`src/rtl/xadc_drp_arbiter_if.sv`:
```
// Signal bundle between the two DRP requesters, the arbiter and the XADC primitive.
// master = requester/primitive side, slave = arbiter.
interface xadc_drp_arbiter_if;
   logic        a_req, a_we, a_ack, a_err;
   logic [6:0]  a_addr;
   logic [15:0] a_di, a_rdata;
   logic        b_req, b_we, b_ack, b_err;
   logic [6:0]  b_addr;
   logic [15:0] b_di, b_rdata;
   logic        BUSY, DRDY, DEN, DWE;
   logic [15:0] DO, DI;
   logic [6:0]  DADDR;

   modport master (
      output a_req, a_we, a_addr, a_di, b_req, b_we, b_addr, b_di, BUSY, DO, DRDY,
      input  a_ack, a_err, a_rdata, b_ack, b_err, b_rdata, DADDR, DEN, DI, DWE
   );
   modport slave (
      input  a_req, a_we, a_addr, a_di, b_req, b_we, b_addr, b_di, BUSY, DO, DRDY,
      output a_ack, a_err, a_rdata, b_ack, b_err, b_rdata, DADDR, DEN, DI, DWE
   );
endinterface

```
`src/rtl/xadc_drp_arbiter.sv`:
```
// Round-robin arbiter sharing one XADC DRP between port A and port B,
// one DEN strobe per access, DRDY timeout recovery.
module xadc_drp_arbiter #(
   parameter int TIMEOUT = 255
) (
   input logic               clk,
   input logic               rst,
   xadc_drp_arbiter_if.slave bus
);
   typedef enum logic [1:0] {IDLE, WAIT, DONE} state_t;
   localparam logic [15:0] TMO_LAST = 16'(TIMEOUT - 1);

   state_t      state, state_n;
   logic        owner, owner_n, last_owner, last_owner_n;  // 0 = A, 1 = B
   logic [15:0] timer, timer_n;
   logic        den_n, dwe_n;
   logic [6:0]  daddr_n;
   logic [15:0] di_n, a_rdata_n, b_rdata_n;
   logic        a_ack_n, a_err_n, b_ack_n, b_err_n;
   logic        a_elig, b_elig, grant_b;

   // Writes wait out BUSY; reads go through regardless.
   assign a_elig  = bus.a_req & (~bus.a_we | ~bus.BUSY);
   assign b_elig  = bus.b_req & (~bus.b_we | ~bus.BUSY);
   assign grant_b = b_elig & (~a_elig | ~last_owner);

   always_comb begin
      state_n      = state;
      owner_n      = owner;
      last_owner_n = last_owner;
      timer_n      = timer;
      den_n        = 1'b0;
      dwe_n        = 1'b0;
      daddr_n      = bus.DADDR;
      di_n         = bus.DI;
      a_ack_n      = 1'b0;
      a_err_n      = 1'b0;
      b_ack_n      = 1'b0;
      b_err_n      = 1'b0;
      a_rdata_n    = bus.a_rdata;
      b_rdata_n    = bus.b_rdata;
      case (state)
         IDLE: begin
            if (a_elig | b_elig) begin
               den_n        = 1'b1;
               dwe_n        = grant_b ? bus.b_we   : bus.a_we;
               daddr_n      = grant_b ? bus.b_addr : bus.a_addr;
               di_n         = grant_b ? bus.b_di   : bus.a_di;
               owner_n      = grant_b;
               last_owner_n = grant_b;
               timer_n      = 16'd0;
               state_n      = WAIT;
            end
         end
         WAIT: begin
            timer_n = timer + 16'd1;
            // DRDY takes priority over a coincident timeout.
            if (bus.DRDY) begin
               if (owner) begin
                  b_ack_n   = 1'b1;
                  b_rdata_n = bus.DO;
               end else begin
                  a_ack_n   = 1'b1;
                  a_rdata_n = bus.DO;
               end
               state_n = DONE;
            end else if (timer == TMO_LAST) begin
               if (owner) begin
                  b_ack_n = 1'b1;
                  b_err_n = 1'b1;
               end else begin
                  a_ack_n = 1'b1;
                  a_err_n = 1'b1;
               end
               state_n = DONE;
            end
         end
         DONE: begin
            // Dead cycle so a req dropped on ack is never re-granted.
            daddr_n = 7'd0;
            di_n    = 16'd0;
            state_n = IDLE;
         end
         default: state_n = IDLE;
      endcase
   end

   always_ff @(posedge clk or posedge rst) begin
      if (rst) begin
         state       <= IDLE;
         owner       <= 1'b0;
         last_owner  <= 1'b1;
         timer       <= 16'd0;
         bus.DEN     <= 1'b0;
         bus.DWE     <= 1'b0;
         bus.DADDR   <= 7'd0;
         bus.DI      <= 16'd0;
         bus.a_ack   <= 1'b0;
         bus.a_err   <= 1'b0;
         bus.a_rdata <= 16'd0;
         bus.b_ack   <= 1'b0;
         bus.b_err   <= 1'b0;
         bus.b_rdata <= 16'd0;
      end else begin
         state       <= state_n;
         owner       <= owner_n;
         last_owner  <= last_owner_n;
         timer       <= timer_n;
         bus.DEN     <= den_n;
         bus.DWE     <= dwe_n;
         bus.DADDR   <= daddr_n;
         bus.DI      <= di_n;
         bus.a_ack   <= a_ack_n;
         bus.a_err   <= a_err_n;
         bus.a_rdata <= a_rdata_n;
         bus.b_ack   <= b_ack_n;
         bus.b_err   <= b_err_n;
         bus.b_rdata <= b_rdata_n;
      end
   end
endmodule

```
`src/flat_wrapper.sv`:
```
// flat-port wrapper written by rule: the top's interface ports become plain ports
module xadc_drp_arbiter_flat 
#(
   parameter int TIMEOUT = 255
)
  (clk, rst, bus_a_req, bus_a_we, bus_a_addr, bus_a_di, bus_b_req, bus_b_we, bus_b_addr, bus_b_di, bus_BUSY, bus_DO, bus_DRDY, bus_a_ack, bus_a_err, bus_a_rdata, bus_b_ack, bus_b_err, bus_b_rdata, bus_DADDR, bus_DEN, bus_DI, bus_DWE);
  xadc_drp_arbiter_if bus_i ();
  input logic clk;
  input logic rst;
  input wire logic [$bits(bus_i.a_req)-1:0] bus_a_req;
  input wire logic [$bits(bus_i.a_we)-1:0] bus_a_we;
  input wire logic [$bits(bus_i.a_addr)-1:0] bus_a_addr;
  input wire logic [$bits(bus_i.a_di)-1:0] bus_a_di;
  input wire logic [$bits(bus_i.b_req)-1:0] bus_b_req;
  input wire logic [$bits(bus_i.b_we)-1:0] bus_b_we;
  input wire logic [$bits(bus_i.b_addr)-1:0] bus_b_addr;
  input wire logic [$bits(bus_i.b_di)-1:0] bus_b_di;
  input wire logic [$bits(bus_i.BUSY)-1:0] bus_BUSY;
  input wire logic [$bits(bus_i.DO)-1:0] bus_DO;
  input wire logic [$bits(bus_i.DRDY)-1:0] bus_DRDY;
  output wire logic [$bits(bus_i.a_ack)-1:0] bus_a_ack;
  output wire logic [$bits(bus_i.a_err)-1:0] bus_a_err;
  output wire logic [$bits(bus_i.a_rdata)-1:0] bus_a_rdata;
  output wire logic [$bits(bus_i.b_ack)-1:0] bus_b_ack;
  output wire logic [$bits(bus_i.b_err)-1:0] bus_b_err;
  output wire logic [$bits(bus_i.b_rdata)-1:0] bus_b_rdata;
  output wire logic [$bits(bus_i.DADDR)-1:0] bus_DADDR;
  output wire logic [$bits(bus_i.DEN)-1:0] bus_DEN;
  output wire logic [$bits(bus_i.DI)-1:0] bus_DI;
  output wire logic [$bits(bus_i.DWE)-1:0] bus_DWE;
  assign bus_i.a_req = bus_a_req;
  assign bus_i.a_we = bus_a_we;
  assign bus_i.a_addr = bus_a_addr;
  assign bus_i.a_di = bus_a_di;
  assign bus_i.b_req = bus_b_req;
  assign bus_i.b_we = bus_b_we;
  assign bus_i.b_addr = bus_b_addr;
  assign bus_i.b_di = bus_b_di;
  assign bus_i.BUSY = bus_BUSY;
  assign bus_i.DO = bus_DO;
  assign bus_i.DRDY = bus_DRDY;
  assign bus_a_ack = bus_i.a_ack;
  assign bus_a_err = bus_i.a_err;
  assign bus_a_rdata = bus_i.a_rdata;
  assign bus_b_ack = bus_i.b_ack;
  assign bus_b_err = bus_i.b_err;
  assign bus_b_rdata = bus_i.b_rdata;
  assign bus_DADDR = bus_i.DADDR;
  assign bus_DEN = bus_i.DEN;
  assign bus_DI = bus_i.DI;
  assign bus_DWE = bus_i.DWE;
  xadc_drp_arbiter #(.TIMEOUT(TIMEOUT)) u_core (.clk(clk), .rst(rst), .bus(bus_i));
endmodule
```
`config.mk`:
```
export PLATFORM = sky130hd
export DESIGN_NAME = xadc_drp_arbiter_flat
export DESIGN_NICKNAME = d
export VERILOG_FILES = /design/src/rtl/xadc_drp_arbiter_if.sv /design/src/rtl/xadc_drp_arbiter.sv /design/src/flat_wrapper.sv
export SDC_FILE = /design/constraint.sdc
export NUM_CORES = 1
export LEC_CHECK = 0
export CAP_MARGIN = 10
export CORE_AREA = 5 5 79 153
export CTS_CLUSTER_DIAMETER = 60
export DETAILED_ROUTE_END_ITERATION = 6
export DIE_AREA = 0 0 84 158
export PLACE_DENSITY = 0.62
export SLEW_MARGIN = 30
export SYNTH_ARGS = -nofsm -noshare
export SYNTH_HDL_FRONTEND = slang
export SYNTH_SLANG_ARGS = --single-unit
```
`constraint.sdc`:
```
create_clock -name clk -period 3.76 [get_ports clk]
set_clock_uncertainty 0.1 [all_clocks]
set_input_delay 0.94 -clock clk [delete_from_list [all_inputs] [get_ports clk]]
set_output_delay 0.94 -clock clk [all_outputs]
set_load 0.01 [all_outputs]
```
Word-level counts from Yosys, hierarchy flattened
Cells that the tools add are included.
Widths: inputs -> output; s select.
- equal/unequal tests: 5
- multiplexer cells: 29
- add/subtract/negate cells: 1
- reduce and logical (&&, ||, !) cells: 9
- bitwise gates (word level): 13
- operators by type and width (kind ; count):
    $pmux 16 s2 ; 2
    $mux 16 ; 3
    $mux 1 ; 17
    $add 16x1->16 const B ; 1
    $eq 16x8->1 const B ; 1
    $mux 7 ; 2
    $pmux 7 s2 ; 1
    $reduce_and 2->1 ; 4
    $mux 2 ; 3
    $not 1->1 ; 6
    $reduce_and 3->1 ; 2
    $or 1x1->1 ; 4
    $pmux 2 s2 ; 1
    $reduce_bool 2->1 ; 2
    $and 1x1->1 ; 3
    $ne 3x2->1 const B ; 1
    $eq 2x1->1 const B ; 1
    $eq 2x2->1 const B ; 1
    $logic_not 2->1 ; 1
    $ne 2x1->1 const B ; 1
- output and inout port bits: 61
- input port bits: 70
- register bits: 81
- logic and storage cells: 71

Logic depth before layout (Yosys ltp)
- depth after elaboration: 9
- gate-level depth with buffers: 6
- depth with buffers taken out: 6

Least setup slack after synthesis
OpenSTA, ideal clock, no wires.
- kind: input port to flip-flop
- from: in bus_b_req
- to: reg u_core.bus.DI[4]
- path slack: 1.631 ns
- cell stages on the path: 6
- required time: 3.539 ns
- arrival time: 1.908 ns
- cells stage by stage: a21boi_4 -> a21boi_2 -> buf_6 -> buf_12 -> mux2i_1 -> o21ai_2
- word-level cells in the longest chain between the ends: 5
- ends and longest elaborated chain (element ; line ; RTL):
    from (decl) ; flat_wrapper.sv:14 ; input wire logic [$bits(bus_i.b_req)-1:0] bus_b_req;
    $and 1x1->1 (*) ; xadc_drp_arbiter.sv:24 ; assign b_elig = bus.b_req & (~bus.b_we | ~bus.BUSY);
    $and 1x1->1 ; xadc_drp_arbiter.sv:25 ; assign grant_b = b_elig & (~a_elig | ~last_owner);
    $mux 16 ; xadc_drp_arbiter.sv:48 ; di_n = grant_b ? bus.b_di : bus.a_di;
    $mux 16 ; xadc_drp_arbiter.sv:44 ; if (a_elig | b_elig) begin
    $pmux 16 s2 ; xadc_drp_arbiter.sv:42 ; case (state)
    to (signal assigned) ; xadc_drp_arbiter.sv:112 ; bus.DI <= di_n;
    to (decl) ; xadc_drp_arbiter_if.sv:20 ; output a_ack, a_err, a_rdata, b_ack, b_err, b_rdata, DADDR, DEN, DI, DWE
Every way passes the cells marked *; elsewhere a longest branch is shown, timed or not. The select of a mux whose other input is x is not followed.
A chain may end at the register's enable or synchronous reset.

Worst setup path after layout
- from: in bus_BUSY
- to: reg u_core.bus.DI[11]
- word-level cells in the longest chain between the ends: 9
- ends and longest elaborated chain (element ; line ; RTL):
    from (decl) ; flat_wrapper.sv:18 ; input wire logic [$bits(bus_i.BUSY)-1:0] bus_BUSY;
    $not 1->1 (*) ; xadc_drp_arbiter.sv:23, xadc_drp_arbiter.sv:24 ;
    $or 1x1->1 ; xadc_drp_arbiter.sv:23 ; assign a_elig = bus.a_req & (~bus.a_we | ~bus.BUSY);
    $and 1x1->1 ; xadc_drp_arbiter.sv:23 ;
    $not 1->1 ; xadc_drp_arbiter.sv:25 ;
    $or 1x1->1 ; xadc_drp_arbiter.sv:25 ;
    $and 1x1->1 ; xadc_drp_arbiter.sv:25 ;
    $mux 16 ; xadc_drp_arbiter.sv:48 ;
    $mux 16 ; xadc_drp_arbiter.sv:44 ;
    $pmux 16 s2 ; xadc_drp_arbiter.sv:42 ;
Marks and branches as above.

==> metrics <==
syn_area_per_cell 12.32 um^2; Max VDD drop approximately 0.35 mV; wire per inst 17.19 um; die span in x ~84 um; Least-Margin Pin Slew between 600 and 700 ps; final cell count without fillers 571; register area share after synthesis 0.5561; largest net degree at the start of global routing 46; Post-DP HPWL between 7000 and 8000 um; EDFF count, synth 0; Crit Path Category input pin to flop; Worst Reg-to-Reg Cells 4; register bit total from synthesis 81; die span in y 158 um; M1 wire length 3509 um; n_diodes 0; CTS sink count 81; RSZ-0062 raised after global routing false; Post-CTS Setup Repair Bufs 0; reg-to-reg setup timing slack ~1600 ps; post-synth cell types 44; run status completed; TNS Setup 0 ps; CP Data Arrival Time ~2700 ps; Hold Vio Cnt, Final 0; relative slew slack 0.5407; global-route wire length before repair 15340 um; DP Worst Slack 800.6 ps; CP peak stage delay 490 ps; Iter 0 DRT Violations 89; startpoint types input pin; die area ~13000 um^2; DR WL met3 398 um; cell count after synthesis between 200 and 300; maxcap violations 0; area delta synth->final 47.20%; TritonRoute pass-1 iters 4; Leak 2.274 nW; cts bufs inserted 9; crit path max fanout 24; share of cells above drive strength 1 0.1531; Final setup violation count 0; Clock Path Buffers 2; GRT Util Overall 0.1500; WL final 9817 um; Via-to-Cell Ratio 4.883; initial antenna violation count 0; post-cts sizing count 0; critical-path cell list clkdlybuf4s50_1, a21boi_4, a21boi_4, buf_4, mux2i_1, o21ai_1; Synthesized Nets 368; most frequent cells in the layout clkdlybuf4s50_1 (130), dfrtp_1 (80), nand2_1 (35); Yosys warnings 0; Post-synth ARST share 1.000; # H-tree levels 3; Hold Path Class flop to flop; area of the core 10810 um^2; cell repeated most along the worst path a21boi_4; ratio of final minimum period to clock period 0.6950; Ports 131; Starting Density 0.3374; IO Port Bufs 130; commonest non-fill, non-tap cell in the layout clkdlybuf4s50_1; Net count, final 498; worst skew pair latency 330 ps; TritonCTS clock tree yes; fmax roughly 380 MHz; clock root buffer clkbuf_16; Synth Flop Type dfrtp_1; FP Rows 54; via count 2788; Final WS setup 1147 ps; met2 WL between 5000 and 6000 um; synthesized area roughly 3600 um^2; GRT overflow 0; fin crit period 2613 ps; vias in the first global route 2824; clk slew on worst S/H paths 60 ps; Max Used Layer met4; RD Place Congestion 0.7871; slowest stage cell, crit path clkdlybuf4s50_1; Post-CTS Hold Buffers 0; Final Max Slew Viols 0; # placed instances 555; PwrDens 725.4 nW/um^2; remaining antenna violation count 0; Post-route DRC 0; Critical Path End Type flop; WHS Path Cells 2; data required time of the worst path a little under 4000 ps
==> registers in the layout, indices dropped and copies added (netlist names) <==
| register | count |
|---|---|
| u_core.bus.a_rdata | 16 |
| u_core.bus.a_err | 1 |
| u_core.bus.b_err | 1 |
| u_core.bus.b_ack | 1 |
| u_core.bus.DADDR | 7 |
| u_core.bus.DWE | 1 |
| u_core.bus.DI | 16 |
| u_core.bus.a_ack | 1 |
| u_core.bus.b_rdata | 16 |
| u_core.last_owner | 1 |
| u_core.bus.DEN | 1 |
| u_core.state | 2 |
| u_core.owner | 1 |
| u_core.timer | 16 |
==> worst max-delay path, delay by kind of cell <==
kind,cells,cell delay (ps)
mux,1,320
buf+inv,2,890
compound gates,3,570
==> per-stage QoR <==
step                total power, mW  area [um^2]    util  hold slack, ps
floorplan                     2.185         3647       -           337.8
global placement              3.000         5055  0.4676           360.8
detailed placement            3.037         5055  0.4676           369.2
CTS                           3.960         5369  0.4966           383.0
global route                  4.115         5369  0.4966           409.9
finish                        3.895         5369  0.4966           378.4
==> report_power, final <==
part           internal [mW]  switching [mW]
Sequential              1.20           0.192
Combinational          0.913           0.677
Clock                  0.553           0.356
==> Yosys cell counts (2+ instances only) <==
cell type | number | area, um^2
a31oi_1 | 3 | 18.77
buf_2 | 3 | 15.01
and4_1 | 4 | 35.03
mux2_2 | 22 | 247.7
o31ai_1 | 6 | 45.04
nand3_1 | 6 | 30.03
o211ai_1 | 2 | 15.01
dfrtp_1 | 80 | 2002
buf_4 | 2 | 15.01
a21oi_1 | 2 | 10.01
clkbuf_1 | 5 | 18.77
a41oi_1 | 2 | 17.52
o21ai_0 | 23 | 115.1
inv_1 | 6 | 22.52
mux2_4 | 10 | 150.1
mux2_1 | 2 | 22.52
mux2i_1 | 25 | 250.2
a21boi_2 | 2 | 22.52
buf_6 | 3 | 33.78
buf_12 | 2 | 40.04
o21ai_2 | 2 | 17.52
nor2_1 | 5 | 18.77
nand2_1 | 35 | 131.4
and3_1 | 4 | 25.02
ha_1 | 2 | 25.02
nand4_1 | 5 | 31.28
nor3_1 | 2 | 10.01
o21ai_1 | 15 | 75.07
==> metal layers <==
layer | up-vias | GRT usage
met5 | - | 0
met1 | 1366 | 0.1502
met2 | 76 | 0.2807
met4 | 0 | 0.08282
li1 | 1327 | -
met3 | 19 | 0.03646
==> kinds of logic (layout without fill, tap and decap cells) <==
group,Yosys count,after routing,synth area share
fa+ha+maj,2,2,0.006860
compound gates,63,63,0.1139
flops,81,81,0.5561
buf+inv,22,157,0.04116
mux,59,59,0.1839
simple gates,69,69,0.09812
==> worst paths after layout <==
path	from	end
max reg2reg	u_core.state[1]$_DFFE_PP0P_	u_core.bus.a_rdata[9]$_DFFE_PP0P_
max	bus_BUSY	u_core.bus.DI[11]$_DFFE_PP0P_
min reg2reg	u_core.bus.DI[5]$_DFFE_PP0P_	u_core.bus.DI[5]$_DFFE_PP0P_
min	u_core.bus.DI[5]$_DFFE_PP0P_	u_core.bus.DI[5]$_DFFE_PP0P_
min in group asynchronous	rst	u_core.bus.b_rdata[3]$_DFFE_PP0P_
max in group asynchronous	rst	u_core.last_owner$_DFFE_PP1P_
==> layout make-up <==
type                            instances  area [um^2]
Clock buffer                           11        252.7
Timing Repair Buffer                  135         1351
Multi-Input combinational cell        193         1476
Sequential cell                        81         2028
Inverter                                6        23.77
Clock inverter                          5        61.31
Tap cell                              140        175.2
Fill cell                             993         5441
(Power assumes the default switching activity.)
